==> src/rtl/bsram_coh_accum_ctrl.sv <==
// Coherent-integration controller: accumulates I/Q correlator samples per bin into a
// single-port 1024x36 BSRAM over NACC passes, then streams the integrated bins out.
module bsram_coh_accum_ctrl #(
  parameter int NBINS = 1024,
  parameter int NACC  = 8,
  parameter int IN_W  = 16
) (
  input  logic                   CLK,
  input  logic                   RESET,
  input  logic                   start,
  input  logic                   in_valid,
  output logic                   in_ready,
  input  logic signed [IN_W-1:0] in_i,
  input  logic signed [IN_W-1:0] in_q,
  output logic                   out_valid,
  input  logic                   out_ready,
  output logic signed [17:0]     out_i,
  output logic signed [17:0]     out_q,
  output logic                   out_last,
  output logic                   busy,
  output logic                   done,
  input  logic [35:0]            ram_do,
  output logic [35:0]            ram_di,
  output logic [9:0]             ram_ad,
  output logic                   ram_wre,
  output logic                   ram_ce
);

  localparam logic [9:0] BIN_LAST  = 10'(NBINS - 1);
  localparam logic [7:0] PASS_LAST = 8'(NACC - 1);

  typedef enum logic [2:0] {
    IDLE, ACC_IN, ACC_RD, ACC_WAIT, ACC_WR, DMP_RD, DMP_WAIT, DMP_OUT
  } state_t;

  state_t      state_reg;
  logic [9:0]  bin_reg;
  logic [7:0]  pass_reg;
  logic [17:0] s_i_reg, s_q_reg;
  logic        in_ready_reg, out_valid_reg, out_last_reg, busy_reg, done_reg;
  logic [17:0] out_i_reg, out_q_reg;
  logic [35:0] ram_di_reg;
  logic [9:0]  ram_ad_reg;
  logic        ram_wre_reg;

  logic [35:0] samp_word;
  logic [35:0] sat_word;

  assign samp_word = {s_i_reg, s_q_reg};

  // Lane 0 is Q (bits 17:0), lane 1 is I (bits 35:18); each adds at 19b and clamps to 18b.
  genvar gi;
  generate
    for (gi = 0; gi < 2; gi++) begin : g_lane
      logic [18:0] sum;
      assign sum = 19'($signed(ram_do[gi*18 +: 18])) + 19'($signed(samp_word[gi*18 +: 18]));
      assign sat_word[gi*18 +: 18] = (sum[18] != sum[17]) ?
                                     (sum[18] ? 18'h20000 : 18'h1ffff) : sum[17:0];
    end
  endgenerate

  always_ff @(posedge CLK or negedge RESET) begin
    if (!RESET) begin
      state_reg     <= IDLE;
      bin_reg       <= '0;
      pass_reg      <= '0;
      s_i_reg       <= '0;
      s_q_reg       <= '0;
      in_ready_reg  <= 1'b0;
      out_valid_reg <= 1'b0;
      out_last_reg  <= 1'b0;
      busy_reg      <= 1'b0;
      done_reg      <= 1'b0;
      out_i_reg     <= '0;
      out_q_reg     <= '0;
      ram_di_reg    <= '0;
      ram_ad_reg    <= '0;
      ram_wre_reg   <= 1'b0;
    end else begin
      done_reg <= 1'b0;
      case (state_reg)
        IDLE: begin
          // A start coinciding with the done pulse is dropped.
          if (start && !done_reg) begin
            bin_reg      <= '0;
            pass_reg     <= '0;
            busy_reg     <= 1'b1;
            in_ready_reg <= 1'b1;
            state_reg    <= ACC_IN;
          end
        end
        ACC_IN: begin
          if (in_valid && in_ready_reg) begin
            s_i_reg      <= 18'(in_i);
            s_q_reg      <= 18'(in_q);
            ram_ad_reg   <= bin_reg;
            in_ready_reg <= 1'b0;
            if (pass_reg == 8'd0) begin
              ram_di_reg  <= {18'(in_i), 18'(in_q)};
              ram_wre_reg <= 1'b1;
              state_reg   <= ACC_WR;
            end else begin
              ram_wre_reg <= 1'b0;
              state_reg   <= ACC_RD;
            end
          end
        end
        ACC_RD: state_reg <= ACC_WAIT;
        ACC_WAIT: begin
          ram_di_reg  <= sat_word;
          ram_wre_reg <= 1'b1;
          state_reg   <= ACC_WR;
        end
        ACC_WR: begin
          ram_wre_reg <= 1'b0;
          if (bin_reg != BIN_LAST) begin
            bin_reg      <= bin_reg + 10'd1;
            in_ready_reg <= 1'b1;
            state_reg    <= ACC_IN;
          end else begin
            bin_reg <= '0;
            if (pass_reg != PASS_LAST) begin
              pass_reg     <= pass_reg + 8'd1;
              in_ready_reg <= 1'b1;
              state_reg    <= ACC_IN;
            end else begin
              ram_ad_reg <= '0;
              state_reg  <= DMP_RD;
            end
          end
        end
        DMP_RD: state_reg <= DMP_WAIT;
        DMP_WAIT: begin
          out_i_reg     <= ram_do[35:18];
          out_q_reg     <= ram_do[17:0];
          out_valid_reg <= 1'b1;
          out_last_reg  <= (bin_reg == BIN_LAST);
          state_reg     <= DMP_OUT;
        end
        DMP_OUT: begin
          if (out_ready) begin
            out_valid_reg <= 1'b0;
            out_last_reg  <= 1'b0;
            if (out_last_reg) begin
              bin_reg   <= '0;
              busy_reg  <= 1'b0;
              done_reg  <= 1'b1;
              state_reg <= IDLE;
            end else begin
              bin_reg    <= bin_reg + 10'd1;
              ram_ad_reg <= bin_reg + 10'd1;
              state_reg  <= DMP_RD;
            end
          end
        end
        default: state_reg <= IDLE;
      endcase
    end
  end

  assign in_ready  = in_ready_reg;
  assign out_valid = out_valid_reg;
  assign out_last  = out_last_reg;
  assign out_i     = out_i_reg;
  assign out_q     = out_q_reg;
  assign busy      = busy_reg;
  assign done      = done_reg;
  assign ram_di    = ram_di_reg;
  assign ram_ad    = ram_ad_reg;
  assign ram_wre   = ram_wre_reg;
  assign ram_ce    = 1'b1;

endmodule
==> config.mk <==
export PLATFORM = sky130hd
export DESIGN_NAME = bsram_coh_accum_ctrl
export DESIGN_NICKNAME = d
export VERILOG_FILES = /design/src/rtl/bsram_coh_accum_ctrl.sv
export SDC_FILE = /design/constraint.sdc
export NUM_CORES = 1
export LEC_CHECK = 0
export BUFFER_PORTS_ARGS = -buffer_cell sky130_fd_sc_hd__buf_2
export CAP_MARGIN = 20
export CORE_MARGIN = 4
export CORE_UTILIZATION = 50
export DETAILED_ROUTE_END_ITERATION = 8
export GPL_TIMING_DRIVEN = 0
export HOLD_SLACK_MARGIN = 0.12
export PLACE_DENSITY = 0.74
export SETUP_SLACK_MARGIN = 0.2
export SLEW_MARGIN = 20
export SYNTH_ARGS = -nofsm -noshare
export SYNTH_HDL_FRONTEND = slang
export SYNTH_SLANG_ARGS = --single-unit
export TNS_END_PERCENT = 50
==> constraint.sdc <==
create_clock -name CLK -period 5.2 [get_ports CLK]
set_clock_uncertainty 0.1 [all_clocks]
set_input_delay 0.52 -clock CLK [delete_from_list [all_inputs] [get_ports CLK]]
set_output_delay 0.52 -clock CLK [all_outputs]
set_load 0.1 [all_outputs]
After elaboration in Yosys (flattened, before gate mapping)
Index checks and enable logic that the tools add are counted.
{"block": "totals", "reg_bits": 141, "latchBits": 0, "ram_bits": 0, "mem_bits_ro": 0, "input_bits": 73, "output_inout_bits": 89, "word_cells": 111, "n_memories": 0}
{"block": "classes", "n_addsub": 4, "mul": 0, "div_mod_pow": 0, "n_lt_le_gt_ge": 0, "eq_ne": 22, "shift": 0, "mux": 47, "bitwise_logic": 0, "n_reduce_logical": 23}
{"operator": "2-to-1 mux 10 bit", "n": 9}
{"operator": "2-to-1 mux 18 bit", "n": 4}
{"operator": "2-to-1 mux 36 bit", "n": 2}
{"operator": "case mux 36 bit (2 select lines)", "n": 1}
{"operator": "case mux 10 bit (3 select lines)", "n": 2}
{"operator": "adder 18 x 16 -> 19 bit", "n": 2}
{"operator": "2-to-1 mux 8 bit", "n": 3}
{"operator": "case mux 3 bit (8 select lines)", "n": 1}
{"operator": "2-to-1 mux 3 bit", "n": 7}
{"operator": "!= test 2 bit, second input constant", "n": 9}
{"operator": "case mux 8 bit (2 select lines)", "n": 1}
{"operator": "== test 3 bit, second input constant", "n": 4}
{"operator": "2-to-1 mux 1 bit", "n": 12}
{"operator": "AND reduction 4 bit", "n": 3}
{"operator": "nonzero test 3 bit", "n": 4}
{"operator": "adder 10 x 1 -> 10 bit, second input constant", "n": 1}
{"operator": "== test 10 bit, second input constant", "n": 1}
{"operator": "!= test 10 bit, second input constant", "n": 1}
{"operator": "AND reduction 3 bit", "n": 3}
{"operator": "adder 8 x 1 -> 8 bit, second input constant", "n": 1}
{"operator": "logical NOT 8 bit", "n": 1}
{"operator": "!= test 8 x 3 -> 1 bit, second input constant", "n": 1}
{"operator": "nonzero test 2 bit", "n": 4}
{"operator": "== test 3 x 2 -> 1 bit, second input constant", "n": 2}
{"operator": "10 further kinds", "n": 17}

Longest topological paths before layout
Gate-level depths: netlist (run 1).
{"block": "logic_depth", "depth_word": 4, "depth_mapped": 17, "ltp_nobuf": 14}

Worst setup path after synthesis (run 1)
OpenSTA, ideal clock, no wires.
{"block": "synth_path", "path_kind": "input-to-reg", "start": "in ram_do[1]", "end": "reg ram_di_reg[12] (netlist: ram_di[12])", "setup_time_ns": 0.081, "arrival_time_ns": 3.491, "required_ns": 5.019, "setup_slack_ns": 1.528, "stages": 16, "path_buffers": 3, "cell_sequence": "ha_1 a211oi_1 o21ai_0 a41o_1 a221oi_1 o21bai_1 a21oi_1 xnor2_1 ha_1 clkbuf_1 a21oi_1 a31o_1 buf_6 buf_8 o21a_1 nor3_2"}
{"block": "synth_via", "elab_chain_cells": 4, "elab_cells_between_ends": 5, "cone_classes": "1 x add/sub; 1 x eq/ne; 3 x mux"}
{"item": "from (decl)", "line": "22", "rtl": "input logic [35:0] ram_do,"}
{"item": "adder 18 x 16 -> 19 bit (*)", "line": "56", "rtl": "assign sum = 19'($signed(ram_do[gi*18 +: 18])) + 19'($signed(samp_word[gi*18 +: 18]));"}
{"item": "2-to-1 mux 18 bit or != test 1 bit (tied branches)", "line": "58, 57"}
{"item": "2-to-1 mux 18 bit (*)", "line": "57", "rtl": "assign sat_word[gi*18 +: 18] = (sum[18] != sum[17]) ?"}
{"item": "case mux 36 bit (2 select lines) (*)", "line": "81", "rtl": "case (state_reg)"}
{"item": "to (signal assigned)", "line": "99", "rtl": "ram_di_reg <= {18'(in_i), 18'(in_q)};"}
{"item": "to (signal assigned)", "line": "110", "rtl": "ram_di_reg <= sat_word;"}
{"item": "to (decl)", "line": "42", "rtl": "logic [35:0] ram_di_reg;"}
Every way passes the cells marked *; elsewhere a longest branch is shown, timed or not.
A chain may end at the register's enable or synchronous reset.

Final worst setup path (run 1)
{"block": "layout_path", "start": "reg s_q_reg[1]", "end": "reg ram_di_reg[12] (netlist: ram_di[12])"}
{"block": "layout_via", "elab_chain_cells": 4, "elab_cells_between_ends": 5, "cone_classes": "1 x add/sub; 1 x eq/ne; 3 x mux"}
{"item": "from (decl)", "line": "39", "rtl": "logic [17:0] s_i_reg, s_q_reg;"}
{"item": "from (signal assigned)", "line": "95", "rtl": "s_q_reg <= 18'(in_q);"}
{"item": "adder 18 x 16 -> 19 bit (*)", "line": "56"}
{"item": "2-to-1 mux 18 bit or != test 1 bit (tied branches)", "line": "58, 57"}
{"item": "2-to-1 mux 18 bit (*)", "line": "57"}
{"item": "case mux 36 bit (2 select lines) (*)", "line": "81"}
Marked as above.

==> flow_summary_export.csv, run 1 <==
group,metric,value,unit
outcome,status,"finished, final reports clean",
die,fp-row-count,45,
cts,max-clock-path-buffers,2,
worst_setup_path,r2r_start,"s_q_reg[1]$_DFFE_PN0P_",
timing,holdWs,0.2340,ns
global_routing,gr-total-overflow,0,
logic_synthesis,async_reset_ff_frac,1.000,
die,coreArea,15370,um^2
logic_synthesis,ys_warn_count,0,
timing,setup_viol,0,
timing,slew_headroom,0.4857,
logic_synthesis,synth_cell_types,69,
min_path,holdPathEnd,"s_q_reg[0]$_DFFE_PN0P_",
worst_setup_path,worst-setup-path-type,"reg -> reg",
logic_synthesis,ys_ff_latch,141,
timing,period_share,0.7928,
min_path,hold_depth,2,
global_routing,grt_use_total,0.2439,
cts,cts.sinks,141,
timing,slew_violations,0,
cts,htree_levels,4,
drt,ant_nets,0,
worst_setup_path,rr_endpoint,"ram_di[12]$_DFFE_PN0P_",
logic_synthesis,syn-num-nets,923,
timing,fmax,242.6,MHz
cts,post_cts_buffers,0,
drt,drtIter0Drc,530,
drt,drc,0,
cells_and_area,final_nets,1104,
global_routing,grt-busiest-layer,"met2",
worst_setup_path,setup.worst_path.end_class,"register",
worst_setup_path,reg2reg_depth,16,
drt,finalWirelength,21900,um
global_routing,met1_usage,0.3247,
cells_and_area,largest_reg_flops,36,
worst_setup_path,cp_max_fo,10,
timing,rsz0062_at_grt,"no",
timing,fin_setup_tns,0,ns
drt,vias,7004,
worst_setup_path,reg2reg_slack,1.08,ns
global_routing,grt_pass1_vias,6818,
worst_setup_path,required,5.44,ns
global_routing,met2_usage,0.4001,
cells_and_area,syn2layout_area_growth,22.61,%
cells_and_area,drive_above_1_share,0.2857,
placement,portBuffers,160,
cts,clk_pin_slew,0.06,ns
global_routing,grt_max_degree,86,
placement,place_congestion,0.8917,
logic_synthesis,synth-seq-area-share,0.4434,
logic_synthesis,synth_edf_count,0,
drt,route.detailed.wl_per_inst,18.05,um
cts,worstSkewPairLatency,0.42,ns
drt,via_per_inst,5.774,
timing,worstMarginPinSlew,0.7715,ns
global_routing,grt_pass1_wl,34930,um
logic_synthesis,syn_avg_cell_area,9.861,um^2
logic_synthesis,synth_cells,807,
worst_setup_path,start_kind,"register",
global_routing,globalRouteMet3Util,0.06414,
die,die_area,18000,um^2
die,die_w,134.2,um
die,die_h,134.2,um
timing,finalHoldViolCount,0,
logic_synthesis,syn-cell-area,7958,um^2
cts,cts_tree,"done",
min_path,hp-start,"in_q[0]",
timing,fin_crit,4.122,ns
job,cap_violations,0,
cts,cts_root_buf,"clkbuf_16",
drt,dr.pass1.iters,5,
cells_and_area,post-route-util,0.6348,
die,io_pins,162,
global_routing,antenna_found_initial,3,
placement,place_hpwl,15770,um
die,start_util,0.5177,
worst_setup_path,critPathArrivalTime,4.37,ns
cts,numCtsBuffers,17,
min_path,holdCritPathClass,"in -> reg",
logic_synthesis,ys.flop_type,"dfrtp_1",
## routing by layer
metal / vias up / wire [um]
li1: 3302 / -
met1: 3419 / 9659
met2: 247 / 10370
met3: 30 / 1569
met4: 6 / 253
met5: - / 41
## logic make-up after synthesis
logic type	Yosys count	share of synthesized area
adder cells (fa/ha/maj)	44	0.07075
multiplexers	69	0.09748
AO/OA/AOI/OAI	242	0.1874
XOR/XNOR	31	0.03412
other	1	0.0004712
AND/OR/NAND/NOR	230	0.1388
buffers and inverters	49	0.02751
flip-flops	141	0.4434
## cell usage after synthesis, types with 10 or more instances
master      n  area share
o21a_1     15       0.014
inv_1      13      0.0061
ha_1       41       0.064
o21ai_0    74       0.047
a21oi_1    69       0.043
nand3_1    19       0.012
clkbuf_1   23       0.011
dfrtp_1   141        0.44
nor2_1     69       0.033
nor3_1     18       0.011
mux2_2     68       0.096
nand2_1    63       0.030
and3_1     10      0.0079
xor2_1     17       0.019
xnor2_1    14       0.015
## critical path, stage by stage (launching register included)
cell and delay [ns]:
dfrtp_1 0.41, ha_1 0.32, a211oi_1 0.30, o21ai_0 0.19
a41o_1 0.33, a221oi_1 0.40, o21bai_1 0.11, a21oi_1 0.27
xnor2_1 0.11, ha_1 0.27, clkbuf_1 0.34, a21oi_1 0.12
a31o_1 0.21, buf_6 0.14, buf_8 0.14, o21a_1 0.11
nor3_2 0.17
## through the flow
| stage | instance area (um^2) | std cells | setup WS (ns) |
|---|---|---|---|
| after global placement | 9022 | 1178 | 0.9195 |
| final | 9757 | 1213 | 1.078 |
| after floorplan | 7958 | 807 | 1.528 |
| after global routing | 9754 | 1212 | 0.7429 |
| after detailed placement | 9060 | 1179 | 0.8474 |
| after CTS | 9754 | 1212 | 1.051 |
## timing repair
item | CTS | global route
resized for setup | 0 | 0
endpoints found under the hold margin | 56 | 0
hold buffers | 1 | 0
## layout make-up
| cell class | instances | area, um^2 |
|---|---|---|
| tap | 211 | 264.0 |
| antenna | 1 | 2.502 |
| buffer | 36 | 170.2 |
| clock buffer | 23 | 478.0 |
| sequential | 141 | 3528 |
| inverter | 13 | 48.80 |
| fill | 1320 | 5614 |
| clock inverter | 9 | 206.4 |
| multi-input combinational | 617 | 4210 |
| timing repair buffer | 162 | 848.3 |
## layout by cell type, fill, tap and decap left out, types with 18 or more instances in the layout
cell type,n
nand2_1,63
nand3_1,19
clkbuf_1,26
dfrtp_1,141
buf_2,166
ha_1,41
nor2_1,69
nor3_1,18
o21ai_0,74
a21oi_1,69
mux2_2,68
## how the worst max path moves through the flow
stage	slack, ns	start	end
finish	1.08	s_q_reg[1]$_DFFE_PN0P_	ram_di[12]$_DFFE_PN0P_
global route	0.74	s_q_reg[1]$_DFFE_PN0P_	ram_di[12]$_DFFE_PN0P_
CTS	1.05	s_q_reg[1]$_DFFE_PN0P_	ram_di[12]$_DFFE_PN0P_
detailed placement	0.85	ram_do[1]	ram_di[12]$_DFFE_PN0P_
global placement	0.92	ram_do[1]	ram_di[12]$_DFFE_PN0P_
floorplan	1.53	ram_do[1]	ram_di[12]$_DFFE_PN0P_
Power of run 1 is not shown: default switching activity piles up to over one toggle a cycle in this logic, so the estimate is an artifact.
==> run 2, diff against run 1 <==
==> constraint.sdc (replaced) <==
create_clock -name CLK -period 4.11 [get_ports CLK]
set_clock_uncertainty 0.1 [all_clocks]
set_input_delay 0.411 -clock CLK [delete_from_list [all_inputs] [get_ports CLK]]
set_output_delay 0.411 -clock CLK [all_outputs]
set_load 0.1 [all_outputs]
==> flow_summary_export.csv, run 2 (synthesis gave the netlist of run 1 again) <==
group,metric,value,unit
global_routing,grt_pass1_wl,34940,um
cts,htree_levels,4,
timing,slew_headroom,0.4801,
cts,cts_tree,"done",
job,cap_violations,0,
global_routing,grt_use_total,0.2439,
cells_and_area,final_nets,1105,
placement,place_ws,-0.1336,ns
cts,cts_root_buf,"clkbuf_16",
drt,finalWirelength,21900,um
die,die_area,18000,um^2
timing,period_share,0.9088,
cts,worstSkewPairLatency,0.43,ns
drt,route.detailed.wl_per_inst,18.02,um
drt,vias,7009,
global_routing,grt_max_degree,86,
timing,fin_crit,3.735,ns
die,die_w,134.2,um
timing,worstMarginPinSlew,0.7798,ns
cts,cts.sinks,141,
timing,rsz0062_at_grt,"no",
cells_and_area,mostFrequentLayoutCells,"buf_2 (166), dfrtp_1 (141), o21ai_0 (73), nor2_1 (69)",
cells_and_area,drive_above_1_share,0.2894,
cells_and_area,post-route-util,0.6371,
timing,layout_setup_ws,0.3749,ns
worst_setup_path,required,4.32,ns
outcome,status,"finished, final reports clean",
worst_setup_path,slowest_delay,0.48,ns
worst_setup_path,critPathArrivalTime,3.95,ns
cts,clk_pin_slew,0.06,ns
worst_setup_path,critPathSlowestCell,"fa_1",
min_path,holdCritPathClass,"in -> reg",
die,coreArea,15370,um^2
timing,slew_violations,0,
drt,drc,0,
drt,dr.pass1.iters,6,
cells_and_area,syn2layout_area_growth,23.07,%
worst_setup_path,worst-setup-path-type,"reg -> reg",
drt,ant_nets,0,
cts,max-clock-path-buffers,2,
worst_setup_path,start_kind,"register",
cells_and_area,layout_commonest_cell,"buf_2",
timing,setup_viol,0,
die,io_pins,162,
worst_setup_path,cp_max_fo,10,
drt,via_per_inst,5.769,
global_routing,gr-total-overflow,0,
die,start_util,0.5177,
die,fp-row-count,45,
global_routing,antenna_found_initial,3,
worst_setup_path,setup.worst_path.end_class,"register",
placement,place_hpwl,15770,um
cts,numCtsBuffers,17,
placement,portBuffers,160,
die,die_h,134.2,um
drt,drtIter0Drc,467,
timing,finalHoldViolCount,0,
worst_setup_path,cp_cell_sequence,"ha_1 > fa_1 > a211oi_4 > o21ai_2 > o211ai_2 > o221ai_2 > a41oi_2 > nand2_1 > nand2_1 > ha_1 > clkbuf_2 > a21oi_1 > a31o_1 > buf_6 > buf_8 > o21ai_0 > a22o_1",
timing,fmax,267.7,MHz
placement,place_congestion,0.8917,
global_routing,grt_pass1_vias,6824,
cells_and_area,largest_reg_flops,36,
timing,fin_setup_tns,0,ns
run 2: critical path: cells and delay by family, from the launching register on:
family | cells | cell delay, ns
buf+inv | 3 | 0.46
compound gates | 9 | 1.56
simple gates | 2 | 0.15
flops | 1 | 0.38
fa+ha+maj | 3 | 0.95
run 2: worst paths after layout:
check	start	endpoint	slack [ns]	cells after the start
max in group asynchronous	RESET	s_i_reg[6]$_DFFE_PN0P_	2.75	3
max	s_q_reg[0]$_DFFE_PN0P_	ram_di[16]$_DFFE_PN0P_	0.37	17
min reg2reg	ram_di[0]$_DFFE_PN0P_	ram_di[0]$_DFFE_PN0P_	0.37	1
max reg2reg	s_q_reg[0]$_DFFE_PN0P_	ram_di[16]$_DFFE_PN0P_	0.37	17
min	in_i[8]	s_i_reg[8]$_DFFE_PN0P_	0.13	2
min in group asynchronous	RESET	out_q[16]$_DFFE_PN0P_	0.40	2
run 2: through the flow:
stage | std cells | hold slack, ns | instance area, um^2
final | 1215 | 0.1301 | 9793
after global routing | 1213 | 0.1309 | 9788
after CTS | 1213 | 0.1213 | 9772
after detailed placement | 1179 | 0.2682 | 9060
after global placement | 1178 | 0.3569 | 9022
after floorplan | 807 | 0.01541 | 7958
run 2: routing by layer:
| layer | share of wire | global-route usage | vias to the layer above |
|---|---|---|---|
| li1 | - | - | 3303 |
| met1 | 0.44 | 0.3247 | 3424 |
| met2 | 0.48 | 0.4001 | 245 |
| met3 | 0.076 | 0.06414 | 33 |
| met4 | 0.011 | 0.06222 | 4 |
| met5 | 0.0012 | 0 | - |
run 2: cell type report:
type / instances / area (um^2)
timing repair buffer: 163 / 858.3
inverter: 13 / 48.80
sequential: 141 / 3528
tap: 211 / 264.0
antenna: 2 / 5.005
buffer: 36 / 171.4
clock inverter: 9 / 206.4
clock buffer: 23 / 478.0
multi-input combinational: 617 / 4233
fill: 1317 / 5578
run 2: timing repair:
item,4_1_cts,5_1_grt
pin swaps,0,3
setup buffers,0,0
endpoints found under the setup margin,17,17
hold endpoints to repair,57,0
gates resized for setup,2,4
hold buffers,2,0
Power of run 2 is left out for the same reason.
